**config.mk**
```make
export PLATFORM = sky130hd
export DESIGN_NAME = uart_tx_flat
export DESIGN_NICKNAME = d
export VERILOG_FILES = /design/src/rtl/uart_tx_if.sv /design/src/rtl/uart_tx.sv /design/src/flat_wrapper.sv
export SDC_FILE = /design/constraint.sdc
export NUM_CORES = 1
export LEC_CHECK = 0
export CELL_PAD_IN_SITES_DETAIL_PLACEMENT = 0
export CELL_PAD_IN_SITES_GLOBAL_PLACEMENT = 1
export CORE_MARGIN = 2
export CORE_UTILIZATION = 45
export DETAILED_ROUTE_END_ITERATION = 12
export PLACE_DENSITY = 0.88
export SETUP_SLACK_MARGIN = 0.4
export SLEW_MARGIN = 20
export SYNTH_ARGS = -nofsm -noshare
export SYNTH_HDL_FRONTEND = slang
export SYNTH_SLANG_ARGS = --single-unit
export TNS_END_PERCENT = 30
```
**constraint.sdc**
```tcl
create_clock -name CLK -period 3.24 [get_ports CLK]
set_input_delay 0.648 -clock CLK [delete_from_list [all_inputs] [get_ports CLK]]
set_output_delay 0.648 -clock CLK [all_outputs]
set_load 0.01 [all_outputs]
```
**src/rtl/uart_tx_if.sv**
```systemverilog
// Byte handshake between a producer and the UART transmitter.
interface uart_tx_if;
  logic [7:0] tx_data;
  logic       tx_valid;
  logic       tx_ready;

  modport master (output tx_data, output tx_valid, input tx_ready);
  modport slave  (input tx_data, input tx_valid, output tx_ready);
endinterface

```
**src/rtl/uart_tx.sv**
```systemverilog
// 8N1 UART transmitter with a one-entry holding register so a second byte
// can queue behind the frame in flight and follow it with no idle gap.
module uart_tx #(
  parameter int CLKS_PER_BIT = 104
) (
  input  logic       CLK,
  input  logic       RESET,
  uart_tx_if.slave   bus,
  output logic       TXD,
  output logic       busy
);

  typedef enum logic [1:0] {IDLE, START, DATA, STOP} state_t;

  localparam logic [15:0] LAST = 16'(CLKS_PER_BIT - 1);

  state_t      state, state_nxt;
  logic [15:0] cnt, cnt_nxt;
  logic [2:0]  idx, idx_nxt;
  logic [7:0]  shifter, shifter_nxt;
  logic [7:0]  hold, hold_nxt;
  logic        hold_full, hold_full_nxt;
  logic        ready;
  logic        txd_nxt, busy_nxt, ready_nxt;
  logic        accept, bit_end;

  assign accept       = bus.tx_valid & ready;
  assign bit_end      = (cnt == LAST);
  assign bus.tx_ready = ready;

  // State and datapath registers; outputs are registered from their next values.
  always_ff @(posedge CLK or posedge RESET) begin
    if (RESET) begin
      state     <= IDLE;
      cnt       <= '0;
      idx       <= '0;
      shifter   <= '0;
      hold      <= '0;
      hold_full <= 1'b0;
      ready     <= 1'b0;
      TXD       <= 1'b1;
      busy      <= 1'b0;
    end else begin
      state     <= state_nxt;
      cnt       <= cnt_nxt;
      idx       <= idx_nxt;
      shifter   <= shifter_nxt;
      hold      <= hold_nxt;
      hold_full <= hold_full_nxt;
      ready     <= ready_nxt;
      TXD       <= txd_nxt;
      busy      <= busy_nxt;
    end
  end

  // Frame sequencing, bit timing and holding-register bookkeeping.
  always_comb begin
    state_nxt     = state;
    cnt_nxt       = bit_end ? 16'd0 : 16'(cnt + 16'd1);
    idx_nxt       = idx;
    shifter_nxt   = shifter;
    hold_nxt      = hold;
    hold_full_nxt = hold_full;
    case (state)
      IDLE: begin
        cnt_nxt = '0;
        if (accept) begin
          state_nxt   = START;
          shifter_nxt = bus.tx_data;
        end
      end
      START: begin
        if (bit_end) begin
          state_nxt = DATA;
          idx_nxt   = '0;
        end
      end
      DATA: begin
        if (bit_end) begin
          shifter_nxt = shifter >> 1;
          if (idx == 3'd7) state_nxt = STOP;
          else             idx_nxt   = idx + 3'd1;
        end
      end
      STOP: begin
        if (bit_end) begin
          if (hold_full) begin
            state_nxt     = START;
            shifter_nxt   = hold;
            hold_full_nxt = 1'b0;
          end else if (accept) begin
            // Byte arriving exactly at the stop boundary goes straight out.
            state_nxt   = START;
            shifter_nxt = bus.tx_data;
          end else begin
            state_nxt = IDLE;
          end
        end
      end
      default: state_nxt = IDLE;
    endcase
    // Mid-frame acceptance parks the byte; tx_ready keeps this from overwriting.
    if (accept && state != IDLE && !(state == STOP && bit_end)) begin
      hold_full_nxt = 1'b1;
      hold_nxt      = bus.tx_data;
    end
  end

  // Next values of the registered outputs, derived from the next state.
  always_comb begin
    case (state_nxt)
      START:   txd_nxt = 1'b0;
      DATA:    txd_nxt = shifter_nxt[0];
      default: txd_nxt = 1'b1;
    endcase
    busy_nxt  = (state_nxt != IDLE) || hold_full_nxt;
    ready_nxt = !hold_full_nxt;
  end

endmodule

```
**src/flat_wrapper.sv**
```systemverilog
// flat-port wrapper written by rule: the top's interface ports become plain ports
module uart_tx_flat 
#(
  parameter int CLKS_PER_BIT = 104
)
  (CLK, RESET, TXD, busy, bus_tx_data, bus_tx_valid, bus_tx_ready);
  uart_tx_if bus_i ();
  input  logic CLK;
  input  logic RESET;
  output logic TXD;
  output logic busy;
  input wire logic [$bits(bus_i.tx_data)-1:0] bus_tx_data;
  input wire logic [$bits(bus_i.tx_valid)-1:0] bus_tx_valid;
  output wire logic [$bits(bus_i.tx_ready)-1:0] bus_tx_ready;
  assign bus_i.tx_data = bus_tx_data;
  assign bus_i.tx_valid = bus_tx_valid;
  assign bus_tx_ready = bus_i.tx_ready;
  uart_tx #(.CLKS_PER_BIT(CLKS_PER_BIT)) u_core (.CLK(CLK), .RESET(RESET), .bus(bus_i), .TXD(TXD), .busy(busy));
endmodule
```
# Yosys cells after proc, flatten, opt, wreduce, memory -nomap -nowiden
# Cells that the tools add are included.
[word_totals] register_bits=41 output_inout_bits=3 elab_cells=60
[op_classes] add_sub_neg=2 eq_ne=11 n_mux=23 bitwise_logic=1 n_reduce_logical=13
[op_table] cell="$mux W16" n=2
[op_table] cell="$mux W8" n=4
[op_table] cell="$pmux W8 S3" n=1
[op_table] cell="$add A16 B1 Y16 const B" n=1
[op_table] cell="$eq A16 B7 Y1 const B" n=1
[op_table] cell="$mux W2" n=6
[op_table] cell="$mux W3" n=3
[op_table] cell="$pmux W2 S4" n=1
[op_table] cell="$eq A2 B2 Y1 const B" n=3
[op_table] cell="$ne A2 B1 Y1 const B" n=3
[op_table] cell="$pmux W3 S2" n=1
[op_table] cell="$reduce_bool A2 Y1" n=3
[op_table] cell="$eq A2 B1 Y1 const B" n=2
[op_table] cell="$mux W1" n=4
[op_table] cell="$reduce_and A4 Y1" n=1
[op_table] cell="$add A3 B1 Y3 const B" n=1
[op_table] cell="$eq A3 B3 Y1 const B" n=1
[op_table] cell="$logic_and A1 B1 Y1" n=3
[op_table] cell="$reduce_and A3 Y1" n=1
[op_table] cell="$reduce_bool A3 Y1" n=1
[op_table] cell="$logic_not A1 Y1" n=2
[op_table] cell="$logic_not A2 Y1" n=1
[op_table] cell="$ne A2 B2 Y1 const B" n=1
[op_table] cell="$pmux W1 S2" n=1
[op_table] cell="2 further kinds" n=2

# Depth between registers and ports, before layout
# Gate-level depths: netlist of the first run.
[logic_depth] word_depth=7 ltp_mapped=8

# Least setup slack after synthesis of the first run
# No wires, ideal clock.
[synth_timing] path_type="register to register" startpoint="register u_core.cnt[12]" endpoint="register u_core.hold[0]" arrival_ps=1995 setup_slack_ps=1120 stages_incl_launch_ff=8 synth_period_minus_slack_ps=2120 cell_sequence="dfrtp_1 > or4_1 > nor4_2 > buf_4 > nand3_2 > and2_4 > buf_6 > mux2_4"
[synth_via] elab_chain_cells=4
[synth_lines] item="start, declared" line="uart_tx.sv:18" rtl="logic [15:0] cnt, cnt_nxt;"
[synth_lines] item="start signal, assigned" line="uart_tx.sv:45" rtl="cnt <= cnt_nxt;"
[synth_lines] item="$eq A16 B7 Y1" line="uart_tx.sv:28" rtl="assign bit_end = (cnt == LAST);"
[synth_lines] item="$logic_and A1 B1 Y1" line="uart_tx.sv:103" rtl="if (accept && state != IDLE && !(state == STOP && bit_end)) begin"
[synth_lines] item="$logic_not A1 Y1" line="uart_tx.sv:103"
[synth_lines] item="$logic_and A1 B1 Y1" line="uart_tx.sv:103"
[synth_lines] item="end signal, assigned" line="uart_tx.sv:48" rtl="hold <= hold_nxt;"
[synth_lines] item="end, declared" line="uart_tx.sv:21" rtl="logic [7:0] hold, hold_nxt;"
# No other way between the ends.
# A chain may end at the register's enable or synchronous reset.

# Final worst setup path of the first run
[layout_timing] startpoint="register u_core.cnt[12]" endpoint="register u_core.shifter[3]"
[layout_via] elab_chain_cells=3
[layout_lines] item="$eq A16 B7 Y1 *" line="uart_tx.sv:28"
[layout_lines] item="$ne A2 B1 Y1 (no line)"
[layout_lines] item="$reduce_and A3 Y1 (no line) *"
[layout_lines] item="end signal, assigned" line="uart_tx.sv:47" rtl="shifter <= shifter_nxt;"
[layout_lines] item="end, declared" line="uart_tx.sv:20" rtl="logic [7:0] shifter, shifter_nxt;"
# Every way passes the cells marked *; elsewhere a longest branch is shown, timed or not.

==> results of run 1 <==
cells in the mapped netlist, types with 2 or more instances:
cell type  count
buf_2          2
o21ai_0       17
xor2_1         8
a21oi_1       10
a221o_1        4
mux2i_1        3
a22oi_1        8
nor2_1        29
inv_1          7
nor3_1         3
ha_1           3
mux2_4         8
dfrtp_1       40
clkbuf_1       6
or4_1          2
and3_1         4
nand3_1        9
o211ai_1       3
xnor2_1        7
nand2_1       19
nand4_1        4
routing by layer:
layer  global-route usage, %  share of wire, %
met4                   5.967               1.3
met3                   4.696               3.9
met2                   26.36                45
met1                   24.64                50
met5                       0                 0
how the worst min path moves through the flow:
| stage | slack [ps] | endpoint | depth (start not counted) |
|---|---|---|---|
| 3_5_place_dp | 470 | u_core.shifter[7]$_DFFE_PP0P_ | 2 |
| 6_report | 490 | u_core.shifter[7]$_DFFE_PP0P_ | 2 |
| 2_1_floorplan | 450 | u_core.shifter[7]$_DFFE_PP0P_ | 2 |
| 3_3_place_gp | 470 | u_core.shifter[7]$_DFFE_PP0P_ | 2 |
| 5_1_grt | 530 | u_core.shifter[7]$_DFFE_PP0P_ | 2 |
| 4_1_cts | 490 | u_core.shifter[7]$_DFFE_PP0P_ | 2 |
flip-flops by register name, indices dropped and copies added (netlist names):
| register | cells |
|---|---|
| u_core.busy | 1 |
| u_core.shifter | 8 |
| u_core.bus.tx_ready | 1 |
| u_core.state | 2 |
| u_core.hold_full | 1 |
| u_core.cnt | 16 |
| u_core.hold | 8 |
| u_core.TXD | 1 |
| u_core.idx | 3 |
cell type report:
class	count	area (um^2)	share of cell area [%]
Clock buffer	6	82.58	3.448
Timing Repair Buffer	16	152.6	6.374
Clock inverter	2	13.76	0.5747
Sequential cell	41	1027	42.89
Inverter	7	26.28	1.097
Multi-Input combinational cell	159	1025	42.79
Tap cell	54	67.56	2.821
worst register-to-register path, stage by stage, from the launching register on:
cell	delay (ps)
dfrtp_1	410
or4_1	550
nor4_2	260
buf_4	260
and2_1	340
o21ai_1	210
a22oi_1	230
cells by family after synthesis:
family / Yosys count
muxes: 11
buffers and inverters: 18
AOI/OAI and AO/OA: 50
xor gates and xnor gates: 15
DFF: 41
and+or+nand+nor: 80
adders and majority gates: 3
power breakdown:
| part | internal, uW | leakage (uW) | switching [uW] |
|---|---|---|---|
| sequential | 639 | 0.000517 | 109 |
| combinational | 194 | 0.000503 | 161 |
| clock | 173 | 0.0000512 | 175 |
| total | 1010 | 0.00107 | 444 |
per-stage QoR:
stage	setup WS (ps)	instance area, um^2	std cells
6_report	894.8	2395	285
5_1_grt	721.1	2395	285
4_1_cts	888.4	2395	285
3_5_place_dp	896.9	2298	277
3_3_place_gp	935.6	2298	277
2_1_floorplan	1120	2135	218
==> metrics, run 1 <==
vias in the first global route=1525; Worst-path clk slew=80 ps; worst r2r path cells=6; CP Launch Point=u_core.cnt[12]$_DFF_PP0_; Vias=1582; largest family of logic cells by synthesized area=simple AND/OR/NAND/NOR gates; unrepaired setup endpoints after global routing=false; Top Ports=14; n_diodes=0; most frequent cells in the layout=40 x dfrtp_1, 29 x nor2_1, 19 x nand2_1; setup bufs post-CTS=0; Longest Clk Path Bufs=2; Fin Hold WS=487.7 ps; routed len/inst=14.43 um; CP bufs+invs=1; initial drt markers=140; Total Nets Final=244; Slew headroom=57.85%; CTS tree=done; FP Rows=25; largest net degree at the start of global routing=42; WP depth=6; CP Class=register to register; H-tree depth=2; Synth Instances=218; CTS Buf Count=5; CTS root buf=clkbuf_8; Layout area overhead=12.19%; max cap viols=0; PortBufs=13; Crit-path slowest cell=or4_1; core area=4661 um^2; Post-Route WL=4.113 mm; antenna violations before repair=0; P_leak=0.001071 uW; share of cells above drive strength 1=10.39%; Compound-Gate Fraction of Synth Area=15.06%; max-slew violation count=0; Fillers=431; total power=1449 uW; delay-heaviest family, CP=simple AND/OR/NAND/NOR gates; Setup crit end=u_core.shifter[3]$_DFFE_PP0P_; top cell type's share of synthesized area=46.89%; mux cell area share after synthesis=7.034%; Synth Register Bits=41; highest clock rate=426.4 MHz; most common cell after layout, fill and taps aside=dfrtp_1; critical path peak fanout=20; Final Util=51.38%; full die area=5310 um^2; Post-synth EDFFs=0; hold_buf cts=0; PostCTS Resize Cnt=0; Slew @ Worst Pin=626.5 ps; critical path launch point type=register; clock tree sinks=41; total negative slack=0 ps; Worst Skew=10.21 ps; Synth warnings=0; type of the worst min-delay path=register to register; Power Dens Cells=605.1 nW/um^2; Final Hold Viols=0; sequential area share after synthesis=48.12%; Top FF cell, synth=dfrtp_1; initial core utilization=45.80%; Max IR drop VDD=0.0003315 V; die height=72.87 um; critical path data required time=3450 ps; Worst Hold Launch=u_core.shifter[7]$_DFFE_PP0P_; simple-gate share of the synthesized area=18.00%; Post-DP HPWL=2.778 mm; die width=72.87 um; Final min period=2345 ps; final setup fails=0; Synth Area in Adders=1.758%; Mapped Area=2135 um^2; vias per cell=5.551; clk_lat worst skew=290 ps; iteration count of the initial detailed-routing pass=4; Worst setup EP type=register; post-synthesis xor/xnor area fraction=6.155%; flop2flop setup slack=890 ps; first-pass GRT wire length=7.127 mm; Tcrit/Tclk final=72.38%; placer congestion estimate=0.8159; Synthesized Nets=232; async set-reset flop share out of synthesis=100.0%; post-synthesis cell type with the largest combined area=dfrtp_1; Worst R2R End=u_core.shifter[3]$_DFFE_PP0P_; CP Data Arrival Time=2550 ps; DRC=0; Global Route Usage Sum=17.54%; critical-path cell list=or4_1 > nor4_2 > buf_4 > and2_1 > o21ai_1 > a22oi_1; status=complete, no violations; global route overflow=0; syn_area_per_cell=9.792 um^2; antenna viol nets, final=0; Reg2Reg Launch Point=u_core.cnt[12]$_DFF_PP0_; Synth area leaders=dfrtp_1 47%, mux2_4 5.6%, nor2_1 5.1%; largest stage delay on the critical path=550 ps; Yosys cell types=43
No activity file was read; power rests on OpenSTA's default activity.
==> inputs of run 2 (changes only) <==
Clock period 3.24 ns to 2.4 ns, I/O delays scaled along.
==> run 2 against run 1 <==
Effect of this change: maximum frequency grew 9.3%; non-clock buffer count increased by 8; combinational power increased by 48%; final cell count increased by 2.8%; count of clock-buffer cells in the layout increased by 2; worst setup slack worse by 640 ps; global-route usage increased by 1.5 points; design area grew 5.5%; first-iteration DRC count down 3.6%; via count increased by 5.5%.
==> metrics, run 2 (synthesized netlist as in run 1, its figures left out) <==
status=complete, no violations (unchanged); total power=1983 uW (was 1449 uW); most common cell after layout, fill and taps aside=dfrtp_1 (unchanged); critical path launch point type=register (unchanged); Inst Count DP=280 (was 277); Power Internal=1382 uW (was 1005 uW); Final Hold Viols=0 (unchanged); largest net degree at the start of global routing=42 (unchanged); DRC=0 (unchanged); register area=1027 um^2 (unchanged); antenna viol nets, final=0 (unchanged); unrepaired setup endpoints after global routing=true (was false); final setup fails=0 (unchanged); Total Nets Final=252 (was 244); H-tree depth=2 (unchanged); Worst-path clk slew=70 ps (was 80 ps); Top Ports=14 (unchanged); CP Class=register to register (unchanged); antenna violations before repair=0 (unchanged); die height=72.87 um (unchanged); P_leak=0.001115 uW (was 0.001071 uW); most frequent cells in the layout=40 x dfrtp_1, 29 x nor2_1, 17 x nand2_1 (was 40 x dfrtp_1, 29 x nor2_1, 19 x nand2_1); final instance area=2527 um^2 (was 2395 um^2); full die area=5310 um^2 (unchanged); max cap viols=0 (unchanged); global route overflow=0 (unchanged); max-slew violation count=0 (unchanged); iteration count of the initial detailed-routing pass=4 (unchanged); Post-Route WL=4.474 mm (was 4.113 mm); Power Dens Cells=784.6 nW/um^2 (was 605.1 nW/um^2); FP Rows=25 (unchanged); core area=4661 um^2 (unchanged); Longest Clk Path Bufs=2 (unchanged); Multi-input gate area=1071 um^2 (was 1025 um^2); Worst Skew=8.132 ps (was 10.21 ps); share of cells above drive strength 1=15.90% (was 10.39%); Fillers=415 (was 431); Logic pwr share=26.4% (was 24.5%); sequential share of power=50.4% (was 51.6%); clock tree sinks=41 (unchanged); routed len/inst=15.27 um (was 14.43 um); Global Route Usage Sum=19.01% (was 17.54%); Worst setup EP type=register (unchanged); Slew headroom=57.71% (was 57.85%); highest clock rate=465.9 MHz (was 426.4 MHz); n_diodes=0 (unchanged); PortBufs=13 (unchanged); critical path peak fanout=10 (was 20); Layout area overhead=18.41% (was 12.19%); Clk pwr share=23.2% (was 24.0%); Tcrit/Tclk final=89.44% (was 72.38%); vias per cell=5.696 (was 5.551); placer congestion estimate=0.8000 (was 0.8159); total negative slack=0 ps (unchanged); vias in the first global route=1612 (was 1525); die width=72.87 um (unchanged); Largest register FFs=16 (unchanged); CTS tree=done (unchanged); first-pass GRT wire length=7.810 mm (was 7.127 mm); Post-DP HPWL=2.785 mm (was 2.778 mm); Cell Area, Placed=2333 um^2 (was 2298 um^2); P_sw=600.5 uW (was 443.9 uW); Vias=1669 (was 1582); Top reg by flops=u_core.cnt (unchanged); CTS root buf=clkbuf_8 (unchanged); clk_lat worst skew=290 ps (about the same); Max IR drop VDD=0.0004080 V (was 0.0003315 V); Final min period=2147 ps (was 2345 ps); CP Data Arrival Time=2320 ps (was 2550 ps); Slew @ Worst Pin=628.6 ps (was 626.5 ps); critical path data required time=2570 ps (was 3450 ps); sw frac=30.29% (was 30.63%); type of the worst min-delay path=register to register (unchanged); CTS Buf Count=5 (unchanged); initial core utilization=45.80% (unchanged); biggest regs=u_core.cnt: 16 flops, u_core.hold: 8 flops, u_core.shifter: 8 flops (unchanged); Cell Count, Final, Fillers Out=293 (was 285); Final Util=54.23% (was 51.38%); initial drt markers=135 (was 140)
run 2: cell count changes in the layout (fill, tap and decap cells not counted), sizes merged:
cell / delta
buf: +8
clkbuf: +2
clkinv: -2
run 2: worst paths after layout:
path,startpoint,endpoint,slack (ps),depth (start not counted)
worst min-delay path,u_core.shifter[7]$_DFFE_PP0P_,u_core.shifter[7]$_DFFE_PP0P_,490,2
worst max-delay path,u_core.cnt[4]$_DFF_PP0_,u_core.hold[4]$_DFFE_PP0P_,250,6
max in group asynchronous,RESET,u_core.TXD$_DFF_PP1_,1420,3
worst max register to register,u_core.cnt[4]$_DFF_PP0_,u_core.hold[4]$_DFFE_PP0P_,250,6
min in group asynchronous,RESET,u_core.shifter[0]$_DFF_PP0_,620,3
worst min register to register,u_core.shifter[7]$_DFFE_PP0P_,u_core.shifter[7]$_DFFE_PP0P_,490,2
run 2: through the flow:
| step | hold WS [ps] | setup WS (ps) |
|---|---|---|
| detailed placement | 474.5 | 168.9 |
| CTS | 490.4 | 279.5 |
| floorplan | 449.6 | 283.6 |
| global placement | 470.8 | 187.6 |
| finish | 486.7 | 253.5 |
| global route | 525.5 | 177.3 |
run 2: power by group through the flow:
stage | clock network [uW] | registers [uW] | logic [uW]
after global routing | 499 | 1020 | 598
after CTS | 473 | 997 | 519
after floorplan | 0 | 976 | 401
after detailed placement | 0 | 1010 | 483
final | 460 | 1000 | 523
after global placement | 0 | 1010 | 474
run 2: layer usage:
metal	global-route usage, %	share of wire, %	routed length, um	vias to the layer above
met5	0	0	0	-
met4	5.556	0.85	38	0
met3	4.282	4.3	193	5
met2	28.59	46	2055	44
met1	27.53	49	2187	803
li1	-	-	-	817
run 2: what timing repair did:
| action | in CTS | in global routing |
|---|---|---|
| gates resized for setup | 5 | 9 |
| gates cloned | 1 | 0 |
| hold buffers | 0 | 0 |
| setup buffers | 3 | 1 |
| setup endpoints to repair | 36 | 37 |
| pin swaps | 2 | 1 |
| hold endpoints to repair | 0 | 0 |
run 2: final cells by class:
class | count | area share [%]
inverter | 7 | 1.040
tap | 54 | 2.673
sequential | 41 | 40.64
timing repair buffer | 24 | 9.703
clock buffer | 8 | 3.564
multi-input combinational | 159 | 42.38
run 2: critical path, cell delays in order (launching register included):
cell and delay, ps:
dfrtp_1 380, or4_4 550, nor4_4 300, buf_12 170, nand3_2 90, and2_4 230, mux2_4 310
